===== config.mk =====
export PLATFORM = sky130hd
export DESIGN_NAME = fetch_stage_flat
export DESIGN_NICKNAME = d
export VERILOG_FILES = /design/src/rtl/fetch_if.sv /design/src/rtl/fetch_stage.sv /design/src/flat_wrapper.sv
export SDC_FILE = /design/constraint.sdc
export NUM_CORES = 1
export LEC_CHECK = 0
export BUFFER_PORTS_ARGS = -buffer_cell sky130_fd_sc_hd__buf_2
export CAP_MARGIN = 25
export CORE_AREA = 4 4 150 152
export DETAILED_ROUTE_END_ITERATION = 8
export DIE_AREA = 0 0 154 156
export PLACE_DENSITY = 0.61
export SYNTH_ARGS = -nofsm -noshare
export SYNTH_HDL_FRONTEND = slang
export SYNTH_SLANG_ARGS = --single-unit

===== constraint.sdc =====
create_clock -name clk -period 3.7 [get_ports clk]
set_clock_uncertainty 0.1 [all_clocks]
set_input_delay 0.185 -clock clk [delete_from_list [all_inputs] [get_ports clk]]
set_output_delay 0.185 -clock clk [all_outputs]
set_load 0.005 [all_outputs]

===== src/rtl/fetch_if.sv =====
// Fetch-stage bus bundle: instruction-memory request/response, redirect input,
// and the valid/ready handshake toward decode.
interface fetch_if;
    logic        imem_req;
    logic [31:0] imem_addr;
    logic        imem_valid;
    logic [31:0] imem_data;
    logic        redirect;
    logic [31:0] redirect_pc;
    logic        id_ready;
    logic        id_valid;
    logic [31:0] id_instr;
    logic [31:0] id_pc4;

    // The fetch stage itself.
    modport master (
        output imem_req, imem_addr, id_valid, id_instr, id_pc4,
        input  imem_valid, imem_data, redirect, redirect_pc, id_ready
    );

    // Instruction memory, later stages and decode, seen from outside.
    modport slave (
        input  imem_req, imem_addr, id_valid, id_instr, id_pc4,
        output imem_valid, imem_data, redirect, redirect_pc, id_ready
    );
endinterface


===== src/rtl/fetch_stage.sv =====
// Instruction-fetch stage: owns the PC, keeps one memory request in flight,
// queues {instr, pc4} for decode and flushes on redirect.
module fetch_stage #(
    parameter logic [31:0] RESET_PC = 32'h0000_0000,
    parameter int          DEPTH    = 2
) (
    input  logic   clk,
    input  logic   reset,
    fetch_if.master bus
);

    localparam int AW = $clog2(DEPTH);
    localparam int CW = $clog2(DEPTH + 1);

    typedef enum logic [1:0] {IDLE, WAIT, DROP} state_t;

    state_t          state_q, state_d;
    logic [31:0]     pc_q;
    logic [31:0]     pc_req_q;
    logic            imem_req_q;
    logic [31:0]     imem_addr_q;
    logic [AW-1:0]   rd_ptr_q, wr_ptr_q;
    logic [CW-1:0]   count_q, count_post;
    logic [31:0]     instr_mem [DEPTH];
    logic [31:0]     pc4_mem   [DEPTH];

    logic pop, resp, push, issue, has_head;

    assign has_head = (count_q != '0);

    // NOTE: every signal assigned in a combinational block gets a default first,
    // otherwise an uncovered path silently infers a latch.
    always_comb begin
        pop        = has_head && bus.id_ready && !bus.redirect;
        resp       = (state_q == WAIT) && bus.imem_valid;
        push       = resp && !bus.redirect;
        count_post = count_q + {{(CW-1){1'b0}}, push} - {{(CW-1){1'b0}}, pop};
        issue      = !bus.redirect && ((state_q == IDLE) || resp)
                     && (count_post < CW'(DEPTH));
        state_d    = state_q;
        case (state_q)
            IDLE: if (issue) state_d = WAIT;
            WAIT: begin
                if (bus.redirect)
                    state_d = bus.imem_valid ? IDLE : DROP;
                else if (bus.imem_valid)
                    state_d = issue ? WAIT : IDLE;
            end
            // The stale response is consumed here even if another redirect
            // lands on the same cycle; waiting longer would never end.
            DROP: if (bus.imem_valid) state_d = IDLE;
            default: state_d = IDLE;
        endcase
    end

    // NOTE: sequential state uses non-blocking assignments so every register
    // samples pre-edge values regardless of statement order.
    always_ff @(posedge clk) begin
        if (reset) begin
            state_q     <= IDLE;
            pc_q        <= RESET_PC;
            pc_req_q    <= '0;
            imem_req_q  <= 1'b0;
            imem_addr_q <= '0;
            rd_ptr_q    <= '0;
            wr_ptr_q    <= '0;
            count_q     <= '0;
        end else begin
            state_q    <= state_d;
            imem_req_q <= issue;
            if (issue) begin
                imem_addr_q <= pc_q;
                pc_req_q    <= pc_q;
            end
            if (bus.redirect)
                pc_q <= bus.redirect_pc & ~32'd3;
            else if (issue)
                pc_q <= pc_q + 32'd4;
            if (bus.redirect) begin
                rd_ptr_q <= '0;
                wr_ptr_q <= '0;
                count_q  <= '0;
            end else begin
                if (push) wr_ptr_q <= wr_ptr_q + AW'(1);
                if (pop)  rd_ptr_q <= rd_ptr_q + AW'(1);
                count_q <= count_post;
            end
        end
    end

    // NOTE: queue storage is deliberately not reset; entries are only visible
    // through has_head, so their power-up contents never reach decode.
    always_ff @(posedge clk) begin
        if (push) begin
            instr_mem[wr_ptr_q] <= bus.imem_data;
            pc4_mem[wr_ptr_q]   <= pc_req_q + 32'd4;
        end
    end

    assign bus.imem_req  = imem_req_q;
    assign bus.imem_addr = imem_addr_q;
    assign bus.id_valid  = has_head;
    assign bus.id_instr  = has_head ? instr_mem[rd_ptr_q] : '0;
    assign bus.id_pc4    = has_head ? pc4_mem[rd_ptr_q]   : '0;

endmodule


===== src/flat_wrapper.sv =====
// flat-port wrapper written by rule: the top's interface ports become plain ports
module fetch_stage_flat 
#(
    parameter logic [31:0] RESET_PC = 32'h0000_0000,
    parameter int          DEPTH    = 2
)
  (clk, reset, bus_imem_req, bus_imem_addr, bus_id_valid, bus_id_instr, bus_id_pc4, bus_imem_valid, bus_imem_data, bus_redirect, bus_redirect_pc, bus_id_ready);
  fetch_if bus_i ();
  input  logic clk;
  input  logic reset;
  output wire logic [$bits(bus_i.imem_req)-1:0] bus_imem_req;
  output wire logic [$bits(bus_i.imem_addr)-1:0] bus_imem_addr;
  output wire logic [$bits(bus_i.id_valid)-1:0] bus_id_valid;
  output wire logic [$bits(bus_i.id_instr)-1:0] bus_id_instr;
  output wire logic [$bits(bus_i.id_pc4)-1:0] bus_id_pc4;
  input wire logic [$bits(bus_i.imem_valid)-1:0] bus_imem_valid;
  input wire logic [$bits(bus_i.imem_data)-1:0] bus_imem_data;
  input wire logic [$bits(bus_i.redirect)-1:0] bus_redirect;
  input wire logic [$bits(bus_i.redirect_pc)-1:0] bus_redirect_pc;
  input wire logic [$bits(bus_i.id_ready)-1:0] bus_id_ready;
  assign bus_imem_req = bus_i.imem_req;
  assign bus_imem_addr = bus_i.imem_addr;
  assign bus_id_valid = bus_i.id_valid;
  assign bus_id_instr = bus_i.id_instr;
  assign bus_id_pc4 = bus_i.id_pc4;
  assign bus_i.imem_valid = bus_imem_valid;
  assign bus_i.imem_data = bus_imem_data;
  assign bus_i.redirect = bus_redirect;
  assign bus_i.redirect_pc = bus_redirect_pc;
  assign bus_i.id_ready = bus_id_ready;
  fetch_stage #(.RESET_PC(RESET_PC), .DEPTH(DEPTH)) u_core (.clk(clk), .reset(reset), .bus(bus_i));
endmodule

-- After elaboration in Yosys (flattened, before gate mapping)
Memory sizes are Yosys's and may differ from the RTL's. A register that Yosys moved wholly into a read port is not among the register bits.
Index checks and enable logic that the tools add are counted.
- $add $sub $neg: 6
- $lt $le $gt $ge: 1
- eq/ne operators: 5
- multiplexer cells: 17
- reductions and logical operators: 13
- operator list (operator ; number):
    $mux W32 ; 4
    $add A32 B3 Y32 const B ; 2
    $mux W2 ; 5
    $mux W1 ; 7
    $logic_and A1 B1 Y1 ; 6
    $pmux W2 S3 ; 1
    $reduce_bool A2 Y1 ; 2
    $ne A3 B3 Y1 const B ; 1
    $reduce_and A3 Y1 ; 1
    $add A1 B1 Y1 const B ; 2
    $add A2 B1 Y2 ; 1
    $eq A2 B1 Y1 const B ; 1
    $eq A2 B2 Y1 const B ; 1
    $logic_not A2 Y1 ; 1
    $lt A2 B2 Y1 const B ; 1
    $ne A2 B1 Y1 const B ; 1
    $ne A2 B2 Y1 const B ; 1
    $reduce_or A2 Y1 ; 1
    $sub A2 B1 Y2 ; 1
    $logic_not A1 Y1 ; 1
    $logic_or A1 B1 Y1 ; 1
- register bits after elaboration: 71
- bits in writable memories: 128
- input port bits: 69
- output and inout bits: 98
- logic and storage cells: 52
- memories kept: 2
- memory list (name ; words ; bits a word ; read ports ; clocked after Yosys merged registers in ; write ports ; line ; text):
    u_core.instr_mem ; 2 ; 32 ; 1 ; 1 ; 1 ; fetch_stage.sv:24 ; logic [31:0] instr_mem [DEPTH];
    u_core.pc4_mem ; 2 ; 32 ; 1 ; 1 ; 1 ; fetch_stage.sv:25 ; logic [31:0] pc4_mem [DEPTH];

-- Logic depth before layout (Yosys ltp)
Gate-level depths: netlist (run 1).
- depth after elaboration: 11
- depth in mapped cells: 14
- depth with buffers taken out: 12

-- Worst setup path after synthesis (run 1)
No wires, ideal clock.
- path type: flip-flop to flip-flop
- start: reg u_core.state_q[1]
- end: mem u_core.instr_mem[0][0] (enable)
- setup time: 490 ps
- arrival time: 3498 ps
- data required time: 3110 ps
- setup slack: -388 ps
- cell stages (with the launch flop): 4
- path buffers: 0
- clock period less this slack: 4088 ps
- cell sequence: dfxtp_1 > nor2_1 > and3_1 > nor2b_1
- cells in the longest elaborated chain, start to end: 5
- RTL lines (item ; line ; text):
    start, declared ; fetch_stage.sv:17 ; state_t state_q, state_d;
    start signal, assigned ; fetch_stage.sv:69 ; state_q <= state_d;
    $eq A2 B1 Y1 ; fetch_stage.sv:35 ; resp = (state_q == WAIT) && bus.imem_valid;
    $logic_and A1 B1 Y1 ; fetch_stage.sv:35 ;
    $logic_and A1 B1 Y1 ; fetch_stage.sv:36 ; push = resp && !bus.redirect;
    net u_core.push ; fetch_stage.sv:27 ; logic pop, resp, push, issue, has_head;
    $mux W1 ; fetch_stage.sv:94 ; if (push) begin
    $mux W1 (implied by the code) ; fetch_stage.sv:95 ; instr_mem[wr_ptr_q] <= bus.imem_data;
    end, declared ; fetch_stage.sv:24 ;
The timed path passes the listed nets, and every way through them passes these cells.

-- Worst setup path after layout (run 1)
- start: reg u_core.count_q[1]
- end: reg u_core.pc_q[15]
- cells in the longest elaborated chain, start to end: 7
- elaborated cells on any way between the ends: 8
- those cells by class: add/sub: 2; order compare: 1; reduce/logical: 5
- RTL lines (item ; line ; text):
    start, declared ; fetch_stage.sv:23 ; logic [CW-1:0] count_q, count_post;
    start signal, assigned ; fetch_stage.sv:86 ; count_q <= count_post;
    $reduce_bool A2 Y1 ; fetch_stage.sv:29 ; assign has_head = (count_q != '0);
    $logic_and A1 B1 Y1 (2 in series) ; fetch_stage.sv:34 ; pop = has_head && bus.id_ready && !bus.redirect;
    net u_core.pop ; fetch_stage.sv:27 ;
    $sub A2 B1 Y2 ; fetch_stage.sv:37 ; count_post = count_q + {{(CW-1){1'b0}}, push} - {{(CW-1){1'b0}}, pop};
    $lt A2 B2 Y1 ; fetch_stage.sv:39 ; && (count_post < CW'(DEPTH));
    $logic_and A1 B1 Y1 ; fetch_stage.sv:39 ;
    $reduce_bool A2 Y1 (no source line) ; -- ;
    end signal, assigned ; fetch_stage.sv:76 ; pc_q <= bus.redirect_pc & ~32'd3;
    end signal, assigned ; fetch_stage.sv:78 ; pc_q <= pc_q + 32'd4;
    end, declared ; fetch_stage.sv:18 ; logic [31:0] pc_q;
The timed path passes the listed nets, and every way through them passes these cells.
A chain may end at the register's enable or synchronous reset.

==> results of run 1 <==
-- kinds of logic after synthesis --
group	synth area share, %
and+or+nand+nor	16.1
DFF	60.5
AOI/OAI and AO/OA	6.01
xor gates and xnor gates	6.28
muxes	7.50
other	0.0446
adders and majority gates	0.595
buffers and inverters	2.96
-- area by class of cell --
class,count,area (sq um)
flip-flops and latches,192,5090
well taps,275,344
repair buffers,226,1440
clock inverters,13,138
fillers,1912,10400
clock buffers,19,433
multi-input cells,497,3100
inverters,10,37.5
-- worst paths after layout --
kind         slack [ns]                        to  cells past startpoint
max reg2reg        0.72           u_core.pc_q[15]                     13
min reg2reg        0.39  u_core.bus.imem_addr[15]                      2
min                0.06           u_core.pc_q[23]                      4
max                0.72           u_core.pc_q[15]                     13
-- layer usage --
| metal | vias up | wire, microns | global-route usage (%) |
|---|---|---|---|
| li1 | 3056 | - | - |
| met5 | - | 0 | 0 |
| met3 | 11 | 1020 | 3.27 |
| met4 | 0 | 155 | 3.53 |
| met1 | 2879 | 9020 | 22.2 |
| met2 | 177 | 9110 | 26.2 |
-- power breakdown --
group / internal, W / total (W) / switching [W]
Clock: 0.000997 / 0.00177 / 0.000775
Sequential: 0.00233 / 0.00239 / 0.0000625
Combinational: 0.000148 / 0.000302 / 0.000153
-- critical path: cells and delay by family, from the launching register on --
family	cells	cell delay [ns]
flip-flops	1	0.43
buffers and inverters	3	0.33
AND/OR/NAND/NOR	5	0.98
adder cells (fa/ha/maj)	2	0.41
XOR/XNOR	2	0.44
AO/OA/AOI/OAI	1	0.21
-- state kept, by name (all words and copies together), names as in the netlist, named ones only --
signal                cells
u_core.bus.imem_addr     30
u_core.bus.imem_req       1
u_core.count_q            2
u_core.instr_mem         64
u_core.pc4_mem           60
u_core.pc_q              30
u_core.rd_ptr_q           1
u_core.state_q            2
u_core.wr_ptr_q           1
-- cell usage in the layout, fill, tap and decap left out, types with 3 or more instances in the layout --
cell and n:
a211oi_1 8, xnor2_1 45, a21o_1 4, buf_4 12
nand2_1 93, dlygate4sd3_1 53, a21oi_1 34, nand4_1 13
mux2i_1 63, o21ai_0 5, nor2_1 85, clkbuf_16 17
a31oi_1 12, buf_2 160, o22ai_1 15, nand3_1 21
nor4_1 13, clkinv_2 3, inv_1 10, edfxtp_1 124
nor3_1 14, or4_1 3, dfxtp_1 67, ha_1 4
and2_1 14, clkinvlp_4 3, and4_1 8, conb_1 4
and3_1 7, xor2_1 10
-- stage by stage --
step / worst slack (ns) / power (W) / instances
final: 0.724 / 0.00447 / 1232
after global routing: 0.446 / 0.00464 / 1232
after global placement: 0.790 / 0.00269 / 1146
after CTS: 0.705 / 0.00451 / 1232
after detailed placement: 0.725 / 0.00270 / 1147
after floorplan: 0.599 / 0.00258 / 749
-- cell usage after synthesis, types with 2 or more instances --
cell type	number
a211oi_1	8
a21o_1	4
a21oi_1	34
a31oi_1	12
and2_1	15
and3_1	7
and4_1	8
buf_1	4
buf_4	4
clkbuf_1	40
dfxtp_1	68
edfxtp_1	124
ha_1	4
inv_1	10
mux2i_1	63
nand2_1	93
nand3_1	21
nand3b_1	2
nand4_1	13
nor2_1	86
nor2b_1	3
nor3_1	14
nor4_1	13
nor4_4	2
o21ai_0	5
o22ai_1	15
or3_1	2
or4_1	3
xnor2_1	45
xor2_1	10
==> flow_summary_export.csv, run 1 <==
group,metric,value,unit
worst_setup_path,crit_slowest_cell,"dfxtp_1",
timing,grt_setup_unrepaired,"false",
yosys,syn_area,0.00841,sq mm
worst_setup_path,reg2reg_from,"u_core.count_q[1]",
worst_setup_path,start_kind,"register",
yosys,yosysTopAreaCell,"edfxtp_1",
cts,path_clk_slew,0.07,ns
cts,clk_latency,0.42,ns
timing,relSlewSlack,41.6,%
layout,fin_area,0.0106,sq mm
timing,hold_slack,0.0576,ns
die,die_area,0.0240,sq mm
cts,cts_root_buffer,"clkbuf_16",
place,io_buffer_count,160,
pwr,ir_worst_vdd,0.302,mV
detailed_routing,drt-pass1-iter-count,5,
worst_setup_path,critical_path_class,"reg2reg",
die,core_area,0.0210,sq mm
layout,n_antenna_cell,0,
timing,period_minus_slack,2.98,ns
hold_path,hold_class,"in2reg",
detailed_routing,drtAntennaViolNets,0,
timing,slew_violations,0,
flow_run,drv_cap,0,
timing,finalSetupViolations,0,
cts,postCtsSetupRepairBufs,0,
worst_setup_path,end_kind,"register",
die,die_h,156,microns
yosys,ys.warnings.count,0,
global_routing,grt_start_max_net_pins,63,
cts,htreeDepth,4,
die,fp-row-count,53,
timing,fin_setup_tns,0,ns
cts,cts.repair.resized,0,
detailed_routing,viasPerCell,4.97,
cts,clk_path_buf_depth,2,
yosys,synth_flop_cell,"edfxtp_1",
pwr,powerDensity,422,mW/mm^2
die,die_w,154,microns
detailed_routing,wl,19300,microns
die,initial_utilization,40.0,%
detailed_routing,drtIter0Drc,316,
worst_setup_path,worst_path_largest_cell_delay,0.43,ns
timing,worstMarginPinSlew,0.868,ns
worst_setup_path,crit_fanout,11,
die,num_io_pins,167,
yosys,synth_top_area_share,44.3,%
timing,timing.final.crit_share,80.4,%
run_status,status,"finished, final reports clean",
layout,area_growth,25.9,%
timing,hold_viol_final,0,
worst_setup_path,crit_chain,"nor2_4 > inv_1 > nand2_1 > nor2_1 > ha_1 > inv_1 > ha_1 > xor3_1 > or3_1 > buf_4 > nor4_4 > xnor2_1 > a211oi_1",
global_routing,grt_pass1_wl,31200,microns
detailed_routing,wl_per_cell,15.7,microns
yosys,ys_seq_area_share,60.5,%
timing,max_clock_freq,336,MHz
cts,cts.sinks,192,
layout,post-route-util,50.3,%
yosys,synth_edf_count,124,
global_routing,grt_pass1_vias,5956,
worst_setup_path,worst_ep_required_time,3.93,ns
layout,fin_nets,1017,
place,hpwlAfterDp,12700,microns
global_routing,antenna_found_initial,0,
worst_setup_path,cp_data_arrival_time,3.21,ns
pwr,leakage,3.89,nW
place,placed_area,0.00948,sq mm
worst_setup_path,crit_start,"u_core.count_q[1]",
cts,cts_buffers,17,
yosys,async_reset_ff_share,0,%
global_routing,grt_overflow_total,0,
global_routing,grtUsageTotal,16.0,%
yosys,syn_avg_cell_area,11.3,sq um
yosys,syn_inst,746,
yosys,synth_area_leaders,"edfxtp_1, dfxtp_1, mux2i_1",
place,gp_congestion,0.829,
detailed_routing,vias,6123,
detailed_routing,drc,0,
cts,ctsHoldBuffers,53,
hold_path,worstHoldStart,"bus_redirect_pc[23]",
cts,cts_tree,"done",
layout,drive_above_1_share,21.9,%
yosys,yosysUniqueCellTypes,44,
yosys,ys_ff_latch,192,
Note: power is estimated with default switching activity, not from simulation.
==> run 2, diff against run 1 <==
- clock period: 3.7 -> 2.4 ns (I/O delays scaled with it)
==> run 2 against run 1 <==
The run now ends with negative setup slack left. Sequential power rose by 54%. Final area grew 8.4%. Register-to-register slack got worse by 1.0 ns. Critical endpoint is now u_core.pc_q[11]. Utilization is 4.2 points higher. Critical path type unchanged. Non-clock buffer count is 64 higher. Power rose by 65%. Maximum frequency up 11%. Largest cell class unchanged.
==> flow_summary_export.csv, run 2 (synthesis gave the netlist of run 1 again) <==
group,metric,value,unit
global_routing,grt_overflow_total,0,
die,fp-row-count,53,
run_status,failed_checks,"negative setup slack",
pwr,p_sw,0.00154,W
timing,worstMarginPinSlew,0.688,ns
hold_path,worstHoldStart,"bus_redirect_pc[27]",
pwr,share_seq_of_total_power,49.7,%
die,initial_utilization,40.0,%
layout,fin_nets,1081,
pwr,internal_power,0.00585,W
flow_run,drv_cap,0,
die,core_area,0.0210,sq mm
place,hpwlAfterDp,13300,microns
timing,hold_slack,0.0462,ns
layout,area_growth,36.5,%
worst_setup_path,crit_fanout,8,
worst_setup_path,critical_path_class,"reg2reg",
global_routing,antenna_found_initial,0,
cts,htreeDepth,4,
detailed_routing,drc,0,
cts,cts_tree,"done",
worst_setup_path,worst_ep_required_time,2.64,ns
cts,clk_path_buf_depth,2,
pwr,leakage,4.29,nW
global_routing,grt_pass1_vias,6062,
timing,hold_viol_final,0,
die,die_area,0.0240,sq mm
timing,finalSetupViolations,59,
worst_setup_path,reg2reg_from,"u_core.count_q[0]",
die,die_h,156,microns
layout,top_regs,"u_core.instr_mem (64), u_core.pc4_mem (60)",
cts,clk_latency,0.43,ns
detailed_routing,wl,20000,microns
layout,mostFrequentLayoutCell,"buf_2",
layout,post-route-util,54.6,%
detailed_routing,vias,6298,
layout,drive_above_1_share,28.9,%
layout,layout_common_cells,"buf_2, edfxtp_1, nand2_1",
cts,cts_root_buffer,"clkbuf_16",
global_routing,grt_start_max_net_pins,63,
run_status,status,"finished, violations left",
cts,cts_buffers,17,
layout,top_register,"u_core.instr_mem",
pwr,powerDensity,644,mW/mm^2
detailed_routing,drt-pass1-iter-count,4,
hold_path,hold_class,"in2reg",
timing,slew_violations,0,
die,num_io_pins,167,
cts,cts.sinks,192,
timing,period_minus_slack,2.69,ns
worst_setup_path,cpMostUsedCell,"inv_2",
detailed_routing,wl_per_cell,15.4,microns
global_routing,grtUsageTotal,16.5,%
pwr,sw_frac_of_total,20.8,%
worst_setup_path,worst_path_largest_cell_delay,0.41,ns
place,io_buffer_count,160,
worst_setup_path,crit_chain,"nor2_4 > inv_2 > nand2_2 > nor2_2 > ha_1 > inv_2 > ha_4 > xor3_2 > or3_4 > buf_12 > nor4_4 > xnor2_1 > a211oi_1",
timing,grt_setup_unrepaired,"true",
worst_setup_path,start_kind,"register",
layout,fin_cells,1295,
detailed_routing,drtAntennaViolNets,0,
detailed_routing,viasPerCell,4.86,
place,gp_congestion,0.829,
timing,max_clock_freq,372,MHz
hold_path,min_delay_path_depth,4,
global_routing,grt_pass1_wl,31700,microns
detailed_routing,drtIter0Drc,309,
pwr,ir_worst_vdd,0.472,mV
pwr,p_clk_share,42.3,%
worst_setup_path,cp_data_arrival_time,2.93,ns
cts,path_clk_slew,0.07,ns
layout,n_antenna_cell,0,
layout,largest_reg_flops,64,
pwr,comb_power_share,8.0,%
place,dp_cells,1183,
worst_setup_path,reg2reg_depth,13,
die,die_w,154,microns
worst_setup_path,crit_slowest_cell,"or3_4",
timing,relSlewSlack,54.1,%
pwr,finalPower,0.00739,W
worst_setup_path,end_kind,"register",
timing,timing.final.crit_share,112,%
timing,fin_ws,-0.289,ns
worst_setup_path,crit_start,"u_core.count_q[0]",
==> run 2: repair_timing <==
| action | 4_1_cts | 5_1_grt |
|---|---|---|
| gates resized for setup | 18 | 21 |
| hold buffers | 63 | 0 |
| setup endpoints to repair | 60 | 63 |
| hold endpoints to repair | 101 | 0 |
| pin swaps | 7 | 17 |
| setup buffers | 17 | 5 |
| gates cloned | 1 | 0 |
==> run 2: metal layers <==
| layer | routed length (microns) | part of all wire, % | global-route usage, % |
|---|---|---|---|
| met5 | 0 | 0 | 0 |
| met4 | 152 | 0.76 | 4.08 |
| met2 | 9920 | 50 | 28.2 |
| met1 | 9020 | 45 | 21.9 |
| met3 | 872 | 4.4 | 2.80 |
==> run 2: stage by stage <==
step           setup slack, ns  TNS, ns  cell area, sq um
3_3_place_gp            -0.280    -5.31              9830
3_5_place_dp            -0.324    -7.90              9830
5_1_grt                 -0.410   -16.97             11500
6_report                -0.289    -9.46             11500
4_1_cts                 -0.281    -9.42             11400
2_1_floorplan           -0.445    -6.27              8480
==> run 2: worst max-delay path: cells and delay by family (launching register included) <==
kind                       cells  cell delay [ns]
and+or+nand+nor                5             0.89
DFF                            1             0.34
xor gates and xnor gates       2             0.35
AOI/OAI and AO/OA              1             0.21
buffers and inverters          3             0.28
adders and majority gates      2             0.42
==> run 2: path summary, 6_finish.rpt <==
| path | endpoint | slack, ns |
|---|---|---|
| worst min-delay path | u_core.pc_q[27] | 0.05 |
| worst min register to register | u_core.bus.imem_addr[8] | 0.39 |
| worst max-delay path | u_core.pc_q[11] | -0.29 |
| worst max register to register | u_core.pc_q[11] | -0.29 |
==> run 2: layout make-up <==
cell class	count	area, sq um
flip-flops and latches	192	5090
well taps	275	344
inverters	10	37.5
multi-input cells	497	3270
repair buffers	290	2070
fillers	1816	9550
clock buffers	17	425
clock inverters	14	234
==> run 2: power by group through the flow <==
stage               logic, W  clock network (W)  registers, W
global route        0.000651            0.00336       0.00368
detailed placement  0.000462                  0       0.00375
floorplan           0.000253                  0       0.00373
finish              0.000591            0.00312       0.00368
global placement    0.000456                  0       0.00374
CTS                 0.000580            0.00320       0.00367
